File: config.mk
export PLATFORM = sky130hd
export DESIGN_NAME = cci_mpf_shim_buffer_mc_flat
export DESIGN_NICKNAME = d
export VERILOG_FILES = /design/src/rtl/cci_mpf_shim_buffer_mc_if.sv /design/src/rtl/cci_mpf_shim_buffer_mc.sv /design/src/flat_wrapper.sv
export SDC_FILE = /design/constraint.sdc
export NUM_CORES = 1
export LEC_CHECK = 0
export ABC_CLOCK_PERIOD_IN_PS = 11400
export CAP_MARGIN = 20
export CORE_AREA = 2 2 341 343
export CTS_BUF_LIST = sky130_fd_sc_hd__clkbuf_4
export DETAILED_ROUTE_END_ITERATION = 10
export DIE_AREA = 0 0 343 345
export SLEW_MARGIN = 20
export SYNTH_ARGS = -nofsm -noshare
export SYNTH_HDL_FRONTEND = slang
export SYNTH_SLANG_ARGS = --single-unit
File: constraint.sdc
create_clock -name clk -period 11.4 [get_ports clk]
set_input_delay 1.14 -clock clk [delete_from_list [all_inputs] [get_ports clk]]
set_output_delay 1.14 -clock clk [all_outputs]
set_load 0.005 [all_outputs]
File: src/rtl/cci_mpf_shim_buffer_mc_if.sv
// Producer/consumer bundle for the multi-channel shim buffer.
// Fields are packed per channel, with channel i in slice i of each vector.
interface cci_mpf_shim_buffer_mc_if #(
   parameter int N_CHANNELS = 2,
   parameter int DATA_WIDTH = 64,
   parameter int N_ENTRIES  = 8
);
   localparam int CW = $clog2(N_ENTRIES + 1);

   logic [N_CHANNELS-1:0]            enq_en;
   logic [N_CHANNELS*DATA_WIDTH-1:0] enq_data;
   logic [N_CHANNELS-1:0]            almost_full;
   logic [N_CHANNELS-1:0]            first_valid;
   logic [N_CHANNELS*DATA_WIDTH-1:0] first_data;
   logic [N_CHANNELS-1:0]            deq_en;
   logic [N_CHANNELS*CW-1:0]         count;
   logic [N_CHANNELS-1:0]            overflow_err;
   logic [N_CHANNELS-1:0]            underflow_err;

   modport master (
      output enq_en, enq_data, deq_en,
      input  almost_full, first_valid, first_data, count, overflow_err, underflow_err
   );

   modport slave (
      input  enq_en, enq_data, deq_en,
      output almost_full, first_valid, first_data, count, overflow_err, underflow_err
   );
endinterface

File: src/rtl/cci_mpf_shim_buffer_mc.sv
// Multi-channel request buffer: one independent circular FIFO per channel,
// with optional same-cycle bypass through an empty channel.
module cci_mpf_shim_buffer_mc #(
   parameter int                    N_CHANNELS  = 2,
   parameter int                    DATA_WIDTH  = 64,
   parameter int                    N_ENTRIES   = 8,
   parameter int                    THRESHOLD   = 4,
   parameter logic [N_CHANNELS-1:0] BYPASS_MASK = '0
) (
   input logic                     clk,
   input logic                     reset_n,
   cci_mpf_shim_buffer_mc_if.slave bus
);
   localparam int CW = $clog2(N_ENTRIES + 1);
   localparam int PW = (N_ENTRIES > 1) ? $clog2(N_ENTRIES) : 1;

   logic [N_CHANNELS-1:0]            af_w;
   logic [N_CHANNELS-1:0]            fv_w;
   logic [N_CHANNELS-1:0]            ovf_w;
   logic [N_CHANNELS-1:0]            unf_w;
   logic [N_CHANNELS*DATA_WIDTH-1:0] fd_w;
   logic [N_CHANNELS*CW-1:0]         count_w;

   function automatic logic [PW-1:0] ptr_inc(input logic [PW-1:0] p);
      return (p == PW'(N_ENTRIES - 1)) ? '0 : p + 1'b1;
   endfunction

   for (genvar i = 0; i < N_CHANNELS; i++) begin : g_ch
      logic [DATA_WIDTH-1:0] mem [N_ENTRIES];
      logic [PW-1:0]         rd_ptr_q, rd_ptr_d;
      logic [PW-1:0]         wr_ptr_q, wr_ptr_d;
      logic [CW-1:0]         count_q, count_d;
      logic                  ovf_q, ovf_d;
      logic                  unf_q, unf_d;
      logic                  enq, deq;
      logic [DATA_WIDTH-1:0] enq_word;
      logic                  empty, full, byp_empty;
      logic                  head_valid;
      logic [DATA_WIDTH-1:0] head_data;
      logic                  fifo_deq, byp_consume, enq_ok;

      assign enq      = bus.enq_en[i];
      assign deq      = bus.deq_en[i];
      assign enq_word = bus.enq_data[i*DATA_WIDTH +: DATA_WIDTH];

      // A bypassed request that is consumed in the same cycle never touches storage.
      always_comb begin
         empty       = (count_q == '0);
         full        = (count_q == CW'(N_ENTRIES));
         byp_empty   = BYPASS_MASK[i] && empty;
         head_valid  = reset_n && (byp_empty ? enq : !empty);
         head_data   = byp_empty ? enq_word : mem[rd_ptr_q];
         fifo_deq    = deq && !empty;
         byp_consume = byp_empty && enq && deq;
         enq_ok      = enq && !byp_consume && (!full || fifo_deq);
         rd_ptr_d    = fifo_deq ? ptr_inc(rd_ptr_q) : rd_ptr_q;
         wr_ptr_d    = enq_ok ? ptr_inc(wr_ptr_q) : wr_ptr_q;
         count_d     = count_q + CW'(enq_ok) - CW'(fifo_deq);
         ovf_d       = ovf_q | (enq && full && !fifo_deq);
         unf_d       = unf_q | (deq && !head_valid);
      end

      always_ff @(posedge clk or negedge reset_n) begin
         if (!reset_n) begin
            rd_ptr_q <= '0;
            wr_ptr_q <= '0;
            count_q  <= '0;
            ovf_q    <= 1'b0;
            unf_q    <= 1'b0;
         end else begin
            rd_ptr_q <= rd_ptr_d;
            wr_ptr_q <= wr_ptr_d;
            count_q  <= count_d;
            ovf_q    <= ovf_d;
            unf_q    <= unf_d;
         end
      end

      always_ff @(posedge clk) begin
         if (enq_ok) begin
            mem[wr_ptr_q] <= enq_word;
         end
      end

      assign af_w[i]                         = (N_ENTRIES - int'(count_q)) <= THRESHOLD;
      assign fv_w[i]                         = head_valid;
      assign fd_w[i*DATA_WIDTH +: DATA_WIDTH] = head_data;
      assign count_w[i*CW +: CW]             = count_q;
      assign ovf_w[i]                        = ovf_q;
      assign unf_w[i]                        = unf_q;
   end

   assign bus.almost_full   = af_w;
   assign bus.first_valid   = fv_w;
   assign bus.first_data    = fd_w;
   assign bus.count         = count_w;
   assign bus.overflow_err  = ovf_w;
   assign bus.underflow_err = unf_w;
endmodule

File: src/flat_wrapper.sv
// flat-port wrapper written by rule: the top's interface ports become plain ports
module cci_mpf_shim_buffer_mc_flat 
#(
   parameter int                    N_CHANNELS  = 2,
   parameter int                    DATA_WIDTH  = 64,
   parameter int                    N_ENTRIES   = 8,
   parameter int                    THRESHOLD   = 4,
   parameter logic [N_CHANNELS-1:0] BYPASS_MASK = '0
)
  (clk, reset_n, bus_enq_en, bus_enq_data, bus_deq_en, bus_almost_full, bus_first_valid, bus_first_data, bus_count, bus_overflow_err, bus_underflow_err);
  cci_mpf_shim_buffer_mc_if #(.N_CHANNELS(N_CHANNELS), .DATA_WIDTH(DATA_WIDTH), .N_ENTRIES(N_ENTRIES)) bus_i ();
  input logic clk;
  input logic reset_n;
  input wire logic [$bits(bus_i.enq_en)-1:0] bus_enq_en;
  input wire logic [$bits(bus_i.enq_data)-1:0] bus_enq_data;
  input wire logic [$bits(bus_i.deq_en)-1:0] bus_deq_en;
  output wire logic [$bits(bus_i.almost_full)-1:0] bus_almost_full;
  output wire logic [$bits(bus_i.first_valid)-1:0] bus_first_valid;
  output wire logic [$bits(bus_i.first_data)-1:0] bus_first_data;
  output wire logic [$bits(bus_i.count)-1:0] bus_count;
  output wire logic [$bits(bus_i.overflow_err)-1:0] bus_overflow_err;
  output wire logic [$bits(bus_i.underflow_err)-1:0] bus_underflow_err;
  assign bus_i.enq_en = bus_enq_en;
  assign bus_i.enq_data = bus_enq_data;
  assign bus_i.deq_en = bus_deq_en;
  assign bus_almost_full = bus_i.almost_full;
  assign bus_first_valid = bus_i.first_valid;
  assign bus_first_data = bus_i.first_data;
  assign bus_count = bus_i.count;
  assign bus_overflow_err = bus_i.overflow_err;
  assign bus_underflow_err = bus_i.underflow_err;
  cci_mpf_shim_buffer_mc #(.N_CHANNELS(N_CHANNELS), .DATA_WIDTH(DATA_WIDTH), .N_ENTRIES(N_ENTRIES), .THRESHOLD(THRESHOLD), .BYPASS_MASK(BYPASS_MASK)) u_core (.clk(clk), .reset_n(reset_n), .bus(bus_i));
endmodule
==> results of run 1 <==
[worst max-delay path, cell delays in order (launching register included)]
cell and delay, ns:
dfrtp_4 1.13, buf_4 0.88, mux4_2 0.41, mux2_2 0.27, clkdlybuf4s50_1 0.53
[power breakdown]
part,switching (mW),internal (mW),total [mW]
clock,1.42,1.61,3.04
sequential,0.387,4.86,5.25
combinational,1.64,2.12,3.76
total,3.45,8.59,12.0
[cells in the mapped netlist, types with 8 or more instances]
master	n
edfxtp_1	1024
mux4_2	256
mux2_2	140
dfrtp_1	24
buf_1	23
buf_6	22
ha_1	21
inv_1	20
clkbuf_1	16
nor2_1	13
buf_4	11
buf_2	8
[state kept, by name, indices dropped and copies added (netlist names)]
register,cells
u_core.g_ch.unf_q,2
u_core.g_ch.rd_ptr_q,6
u_core.g_ch.mem,1024
u_core.g_ch.wr_ptr_q,6
u_core.g_ch.ovf_q,2
u_core.g_ch.count_q,8
[metrics by stage]
| step | hold WS, ns | util | instance area (um2) |
|---|---|---|---|
| 2_1_floorplan | 0.429 | - | 40000 |
| 3_3_place_gp | 0.445 | 0.387 | 44600 |
| 3_5_place_dp | 0.468 | 0.387 | 44600 |
| 4_1_cts | 0.204 | 0.415 | 47800 |
| 5_1_grt | 0.245 | 0.415 | 47800 |
| 6_report | 0.402 | 0.415 | 47800 |
[cells by family after synthesis]
family | share of synthesized area
flip-flops | 0.784
multiplexers | 0.184
buffers and inverters | 0.0148
AND/OR/NAND/NOR | 0.00585
adder cells (fa/ha/maj) | 0.00758
AO/OA/AOI/OAI | 0.00254
XOR/XNOR | 0.000877
[final timing paths]
kind / to / slack, ns / cells past startpoint / start
worst max-delay path: bus_first_data[123] / 5.80 / 4 / u_core.g_ch[1].rd_ptr_q[2]
worst min-delay path: u_core.g_ch[1].count_q[0] / 0.40 / 2 / reset_n
worst max register to register: u_core.g_ch[0].mem[1][43] / 7.95 / 8 / u_core.g_ch[0].count_q[2]
worst min register to register: u_core.g_ch[0].unf_q / 0.48 / 1 / u_core.g_ch[0].unf_q
max in group asynchronous: u_core.g_ch[1].rd_ptr_q[0] / 10.51 / 2 / reset_n
min in group clk: u_core.g_ch[0].unf_q / 0.48 / 1 / u_core.g_ch[0].unf_q
[cell type report]
cell class | count | area (um2) | area share
well taps | 1524 | 1910 | 0.0399
clock inverters | 50 | 226 | 0.00474
diodes | 7 | 17.5 | 0.000366
repair buffers | 314 | 3090 | 0.0645
clock buffers | 398 | 2990 | 0.0625
multi-input cells | 481 | 8150 | 0.170
inverters | 20 | 75.1 | 0.00157
flip-flops and latches | 1048 | 31400 | 0.656
[placed cells by master, fill, tap and decap left out, types with 7 or more instances in the layout]
cell             Yosys  final
inv_2                0      7
dfrtp_1             24     18
clkdlybuf4s50_1      0    277
nor2_1              13      7
edfxtp_1          1024   1024
mux4_2             256    256
ha_1                21     21
mux2_2             140    140
clkinv_1             0     35
diode_2              0      7
buf_4               11     34
inv_1               20     20
clkbuf_4             0    398
[layer usage]
layer | vias to the layer above | wire, um | global-route usage
met2 | 607 | 43000 | 0.238
met1 | 9763 | 34800 | 0.180
met4 | 36 | 1400 | 0.0507
met3 | 147 | 7770 | 0.0652
met5 | - | 232 | 0
li1 | 8144 | - | -
==> results.md, run 1 <==
- Status: finished clean
- Post-route setup slack: approximately 5.8 ns
- Worst hold path class: input port to asynchronous set/reset pin
- CP max FO: 70
- Routability congestion estimate: roughly 0.71
- Final non-filler cell total: 3842
- Arr. time, crit path: 4.46 ns
- Post-CTS Resized: 0
- Synth cell types: 34
- Setup violators final: 0
- Ys flop type: edfxtp_1
- Placed insts: 3386
- Crit path kind: flop to output pin
- Share of cells above drive strength 1: 0.379
- Place WS: approximately 6.8 ns
- CTS Buf Count: 289
- FP Rows: around 130
- Worst-path clk slew: 0.06 ns
- Gr ovfl total: 0
- Die width: 343 um
- Seq/Total Area, Yosys: 0.784
- Syn Std Cell Area: about 0.040 mm2
- Min Clock Period, post-route: ~5.6 ns
- Fill count: 10126
- CTS max path bufs: 4
- CP endpoint kind: output pin
- Final wirelength: 87.1 mm
- Worst setup SP type: flop
- Max-cap violations: 0
- Synth area leaders: edfxtp_1 (77%), mux4_2 (14%), mux2_2 (3.9%)
- Synth warnings: 0
- Core region area: roughly 0.12 mm2
- Pwr Total: 12.0 mW
- Max-slew violation count: 0
- Input/output buffers: 277
- Slew HR: 0.252
- DRT antenna net count: 0
- Setup_tns: 0 ns
- Via count: 18697
- Worst slew pin tran: 1.12 ns
- Total die area: 0.118 mm2
- Syn Area/Cell: 24.5 um2
- Net count after synthesis: 1786
- Post-synth EDFFs: 1024
- Starting Density: 0.347
- Initial antenna violation count: 21
- Setup bufs post-CTS: 0
- Mapped Cells: 1629
- Max Freq: 178 MHz
- Post-detail-place hpwl: 48.0 mm
- Final hold vios: 0
- I/O pin count: ~280
- Post-route clock period utilization: 0.492
- Die height: ~350 um
- Clock skew: 0.125 ns
- Number of global-route vias before repair: 20915
- DRT Pass-1 Iters: 5
- CTS tree: built
- Starting DRT DRC Count: 1134
- Area leader, netlist: edfxtp_1
- Clk Latency, worst-skew pair: 1.21 ns
- # hold bufs at CTS: 0
- Vias/cell: 4.87
- Root Buffer Master: clkbuf_4
- Seq cells post-synth: 1048
- Global router's overall resource usage: 0.149
- Largest net degree at the start of global routing: 91
- Area growth, synth to finish: 19.7%
- First-pass GRT wire length: 130 mm
- Fraction of registers with async set/reset: 0.0229
- Clock sink count: between 1000 and 1500
- Drt wl/cell: 22.7 um
- Critical path data required time: 10.26 ns
- Max VDD drop: 170 uV
- Top-area cell type share of the netlist area: 0.769
- P per Cell Area: 252 mW/mm2
- RSZ-0062 raised after global routing: false
- Nets: about 2300
- Number of H-tree levels: 5
- LEAKAGE: 15.4 nW
- Post-route DRC: 0
Note: power is estimated with default switching activity, not from simulation.
==> run 2, diff against run 1 <==
- ABC_CLOCK_PERIOD_IN_PS: 11400 -> 5700
- clock period: 11.4 -> 5.7 ns (I/O delays scaled with it)
==> run 2 against run 1 <==
Net effect: sequential cell count is the same; utilization grew 0.38 points; final cell count is 0.73% higher; count of clock-buffer cells in the layout shrank 21; largest cell class unchanged; largest power group unchanged.
==> results.md, run 2 (same netlist as run 1, synthesis figures left out) <==
- Status: finished clean
- Worst hold path depth: 1
- Clk Latency, worst-skew pair: 1.14 ns (-0.07 ns)
- Post-route setup slack: 1.16 ns (-4.63 ns)
- First-pass GRT wire length: 129 mm (-0.63%)
- Max VDD drop: 376 uV (+120%)
- Clock skew: 0.128 ns (+0.00262 ns)
- Arr. time, crit path: 3.97 ns (-0.49 ns)
- Post-CTS Resized: 0 (unchanged)
- Starting Density: 0.347 (unchanged)
- Largest Register: u_core.g_ch.mem
- Final hold vios: 0 (unchanged)
- Top delay family on crit path: buffers and inverters
- Worst slew pin tran: 1.07 ns (-0.0491 ns)
- P per Cell Area: 503 mW/mm2 (+100%)
- Total die area: 0.118 mm2 (unchanged)
- Min Clock Period, post-route: 4.54 ns
- Area growth, synth to finish: 20.8%
- # hold bufs at CTS: 13 (+13)
- Post-Place Cell Area: 0.0448 mm2 (+0.53%)
- RSZ-0062 raised after global routing: false
- CTS tree: built
- Reg2Reg Depth: 6 (-2)
- Post-route DRC: 0 (unchanged)
- Critical path data required time: 5.13 ns (-5.13 ns)
- CP endpoint kind: output pin
- Pwr Total: 24.3 mW (+100%)
- Slew HR: 0.283 (+0.0310)
- FP Rows: 125 (unchanged)
- Starting DRT DRC Count: 1090 (-3.9%)
- Gr ovfl total: 0 (unchanged)
- CTS Buf Count: 292 (+1.0%)
- CP max-delay cell: dfrtp_4
- Design area: 0.0483 mm2 (+0.92%)
- DRT Pass-1 Iters: 5 (unchanged)
- Regs by FF count: u_core.g_ch.mem (1024), u_core.g_ch.count_q (8)
- Max Freq: 220 MHz
- Number of global-route vias before repair: 20839 (-0.36%)
- Buf/Inv on CP: 2 (unchanged)
- DRT antenna net count: 0 (unchanged)
- Routability congestion estimate: 0.695 (-2.7%)
- Setup violators final: 0 (unchanged)
- Setup bufs post-CTS: 0 (unchanged)
- Clock sink count: 1048 (unchanged)
- Commonest non-fill, non-tap cell in the layout: edfxtp_1
- Input/output buffers: 277 (unchanged)
- Place WS: 2.19 ns (-4.56 ns)
- Slowest stage delay, CP: 0.70 ns (-0.43 ns)
- Die width: 343 um (unchanged)
- Number of H-tree levels: 5 (unchanged)
- CP Cell Sequence: buf_12 > mux4_2 > mux2_2 > clkdlybuf4s50_1
- Post-detail-place hpwl: 46.4 mm (-3.4%)
- Post-route clock period utilization: 0.796
- Max-cap violations: 0 (unchanged)
- Core region area: 0.115 mm2 (unchanged)
- Hold path startpoint: bus_enq_data[27]
- Setup_tns: 0 ns (unchanged)
- Vias/cell: 4.86 (-0.16%)
- Drt wl/cell: 22.4 um (-1.1%)
- Nets: 2326 (+0.65%)
- CP max FO: 86 (+23%)
- Commonest cells after routing, fill and taps aside: edfxtp_1 (1024), clkbuf_4 (377), clkdlybuf4s50_1 (277)
- Worst hold path class: input port to flop
- Worst setup SP type: flop
- Die height: 345 um (unchanged)
- R2r setup slk: 2.77 ns (-5.18 ns)
- Crit Reg-Reg Endpoint: u_core.g_ch[1].mem[5][53]
- Max-slew violation count: 0 (unchanged)
- LEAKAGE: 15.6 nW (+0.91%)
- I/O pin count: 278 (unchanged)
- Share of cells above drive strength 1: 0.372 (-0.00699)
- RR Startpoint: u_core.g_ch[1].count_q[2]
- Initial antenna violation count: 19 (-9.5%)
- Largest net degree at the start of global routing: 87 (-4.4%)
- CTS max path bufs: 4 (unchanged)
- Util after Layout: 0.419 (+0.00381)
- Crit path kind: flop to output pin
- Fill count: 10112 (-0.14%)
- Worst Hold Endpoint: u_core.g_ch[0].mem[4][27]
- Global router's overall resource usage: 0.147 (-0.00192)
- Worst-path clk slew: 0.06 ns (about the same)
- Root Buffer Master: clkbuf_4
- Final wirelength: 86.8 mm (-0.39%)
- Max FFs per register: 1024 (unchanged)
- Via count: 18804 (+0.57%)
## run 2: final cells by class
cell class              instances  area (um2)  share of cell area
clock inverters                89         473             0.00980
inverters                      20        75.1             0.00156
diodes                          5        12.5            0.000259
clock buffers                 377        2830              0.0586
multi-input cells             481        8170               0.169
repair buffers                326        3420              0.0709
flip-flops and latches       1048       31400               0.650
well taps                    1524        1910              0.0395
## run 2: layer usage
| layer | vias up | share of wire | global-route usage |
|---|---|---|---|
| met4 | 26 | 0.017 | 0.0507 |
| met5 | - | 0.0017 | 0 |
| met3 | 157 | 0.093 | 0.0652 |
| met1 | 9805 | 0.39 | 0.173 |
| li1 | 8203 | - | - |
| met2 | 613 | 0.50 | 0.239 |
## run 2: worst max-delay path by stage
stage,cells after the start,end,startpoint
6_report,4,bus_first_data[33],u_core.g_ch[0].rd_ptr_q[1]
5_1_grt,4,bus_first_data[33],u_core.g_ch[0].rd_ptr_q[1]
4_1_cts,4,bus_first_data[33],u_core.g_ch[0].rd_ptr_q[1]
3_5_place_dp,4,bus_first_data[33],u_core.g_ch[0].rd_ptr_q[1]
3_3_place_gp,4,bus_first_data[32],u_core.g_ch[0].rd_ptr_q[1]
2_1_floorplan,6,u_core.g_ch[0].mem[1][0],u_core.g_ch[0].count_q[2]
## run 2: power breakdown
group / total [mW] / internal [mW] / leakage, nW / switching [mW]
Clock: 6.18 / 3.25 / 1.99 / 2.93
Sequential: 10.4 / 9.71 / 9.57 / 0.733
Combinational: 7.66 / 4.32 / 3.99 / 3.33
## run 2: worst reg2reg max path, cell delays in order (launching register included)
cell      delay [ns]
dfrtp_1         0.39
inv_1           0.13
ha_1            0.20
or3b_2          0.48
o211ai_1        0.72
nor2_4          0.36
buf_12          0.30
## run 2: per-stage QoR
stage | std cells | hold slack, ns
final | 3870 | 0.187
after global routing | 3867 | 0.0545
after CTS | 3864 | 0.000213
after detailed placement | 3385 | 0.454
after global placement | 3385 | 0.441
after floorplan | 1629 | 0.274
==> run 3, diff against run 2 <==
- ABC_CLOCK_PERIOD_IN_PS: 5700 -> 4400
- clock period: 5.7 -> 4.4 ns (I/O delays scaled with it)
==> run 3 against run 2 <==
Net effect: sequential power increased by 30%; critical path depth unchanged; global-route usage increased by 0.39 points; via count up 3.3%; non-clock buffer count grew 131; clock power increased by 32%; worst setup slack got worse by 0.85 ns.
==> results.md, run 3 (same netlist as run 1, synthesis figures left out) <==
- I/O pin count: 278 (unchanged)
- Die height: 345 um (unchanged)
- FP Rows: 125 (unchanged)
- Regs by FF count: u_core.g_ch.mem (1024), u_core.g_ch.count_q (8)
- Post-Place Cell Area: 0.0450 mm2 (+0.52%)
- R2r setup slk: 1.24 ns (-1.53 ns)
- Clock skew: 0.118 ns (-0.0102 ns)
- Post-detail-place hpwl: 48.3 mm (+4.0%)
- Slowest stage delay, CP: 0.70 ns (about the same)
- CP Cell Sequence: buf_12 > mux4_2 > mux2_2 > clkdlybuf4s50_1
- Largest Register: u_core.g_ch.mem
- Input/output buffers: 277 (unchanged)
- Max Freq: 244 MHz
- Largest net degree at the start of global routing: 65 (-25%)
- CTS tree: built
- LEAKAGE: 16.2 nW (+4.2%)
- Fill count: 9991 (-1.2%)
- Clock sink count: 1048 (unchanged)
- Post-route setup slack: 0.308 ns (-0.854 ns)
- CP max-delay cell: dfrtp_4
- Post-route clock period utilization: 0.930
- Core region area: 0.115 mm2 (unchanged)
- CP endpoint kind: output pin
- Min Clock Period, post-route: 4.09 ns
- Final hold vios: 0 (unchanged)
- Final non-filler cell total: 4013 (+3.7%)
- Crit path kind: flop to output pin
- Final wirelength: 88.8 mm (+2.3%)
- Gr ovfl total: 0 (unchanged)
- Area of the multi-input gates: 0.00818 mm2 (+0.17%)
- Post-route DRC: 0 (unchanged)
- Setup violators final: 0 (unchanged)
- Worst hold path class: input port to asynchronous set/reset pin
- CTS max path bufs: 4 (unchanged)
- Worst setup SP type: flop
- Place WS: 1.20 ns (-0.993 ns)
- CTS Buf Count: 295 (+1.0%)
- Global router's overall resource usage: 0.151 (+0.00393)
- Min Hold Slack: 0.353 ns (+0.166 ns)
- Util after Layout: 0.433 (+0.0136)
- Slew HR: 0.245 (-0.0388)
- Commonest non-fill, non-tap cell in the layout: edfxtp_1
- Root Buffer Master: clkbuf_4
- Max-slew violation count: 0 (unchanged)
- Post-CTS Resized: 0 (unchanged)
- Number of H-tree levels: 5 (unchanged)
- Max-cap violations: 0 (unchanged)
- Initial antenna violation count: 13 (-6)
- Worst slew pin tran: 1.13 ns (+0.0606 ns)
- Critical path data required time: 3.96 ns (-1.17 ns)
- Clk Latency, worst-skew pair: 1.22 ns (+0.08 ns)
- Area growth, synth to finish: 24.7%
- Routability congestion estimate: 0.715 (+2.8%)
- First-pass GRT wire length: 132 mm (+2.3%)
- Die width: 343 um (unchanged)
- Share of cells above drive strength 1: 0.362 (-0.0101)
- Starting Density: 0.347 (unchanged)
- P per Cell Area: 641 mW/mm2 (+27%)
- Design area: 0.0498 mm2 (+3.2%)
- Vias/cell: 4.84 (-0.42%)
- Worst-path clk slew: 0.07 ns (about the same)
- Via count: 19416 (+3.3%)
- Placed insts: 3394 (+0.27%)
- Status: finished clean
- Reg area: 0.0314 mm2 (unchanged)
- Max VDD drop: 347 uV (-7.7%)
- Number of global-route vias before repair: 21607 (+3.7%)
- Commonest cells after routing, fill and taps aside: edfxtp_1 (1024), clkbuf_4 (406), clkdlybuf4s50_1 (277)
- Total die area: 0.118 mm2 (unchanged)
- Max FFs per register: 1024 (unchanged)
- Starting DRT DRC Count: 1128 (+3.5%)
- DRT antenna net count: 0 (unchanged)
- Nets: 2460 (+5.8%)
- Arr. time, crit path: 3.65 ns (-0.32 ns)
- DRT Pass-1 Iters: 5 (unchanged)
- CP max FO: 40 (-53%)
- Drt wl/cell: 22.1 um (-1.3%)
run 3: cell count changes in the layout (fill, tap and decap cells not counted), sizes merged:
cell | previous run | this run
dlygate4sd3 | 13 | 134
clkinv | 78 | 54
bufinv | 4 | 3
buf | 36 | 46
diode | 5 | 16
inv | 27 | 24
clkbuf | 377 | 406
run 3: final timing paths:
path,startpoint,end,depth (start not counted)
max reg2reg,u_core.g_ch[0].count_q[2],u_core.g_ch[0].mem[3][31],6
min reg2reg,u_core.g_ch[0].unf_q,u_core.g_ch[0].unf_q,1
min,reset_n,u_core.g_ch[1].wr_ptr_q[2],3
max in group asynchronous,reset_n,u_core.g_ch[0].ovf_q,3
min in group clk,u_core.g_ch[0].unf_q,u_core.g_ch[0].unf_q,1
max,u_core.g_ch[1].rd_ptr_q[1],bus_first_data[117],4
run 3: final cells by class:
type	instances	area share
inverter	20	0.00151
sequential	1048	0.630
antenna	16	0.000804
clock inverter	61	0.00643
timing repair buffer	457	0.0979
clock buffer	406	0.0612
multi-input combinational	481	0.164
tap	1524	0.0383
run 3: where the power goes:
group	internal [mW]	total [mW]	leakage [nW]	switching, mW
registers	12.6	13.5	9.57	0.889
clock network	4.39	8.14	2.04	3.75
logic	5.86	10.3	4.61	4.47
total	22.8	31.9	16.2	9.11
run 3: per-layer routing:
| layer | vias up | GRT usage | part of all wire |
|---|---|---|---|
| li1 | 8484 | - | - |
| met4 | 18 | 0.0518 | 0.014 |
| met2 | 577 | 0.242 | 0.49 |
| met3 | 126 | 0.0570 | 0.079 |
| met5 | - | 0 | 0.0013 |
| met1 | 10211 | 0.188 | 0.41 |
run 3: timing repair:
action,in CTS,in global routing
hold buffers,134,0
endpoints found under the hold margin,1053,0
buffers inserted,2,0
setup endpoints to repair,73,0
run 3: per-stage QoR:
stage          power, mW  setup TNS (ns)
3_3_place_gp        23.9               0
3_5_place_dp        24.1               0
4_1_cts             32.6               0
2_1_floorplan       19.4         -329.19
6_report            31.9               0
5_1_grt             33.8         -0.0718
run 3: critical path: cells and delay by family, from the launching register on:
kind | cells | cell delay [ns]
DFF | 1 | 0.70
muxes | 2 | 0.86
buffers and inverters | 2 | 0.82
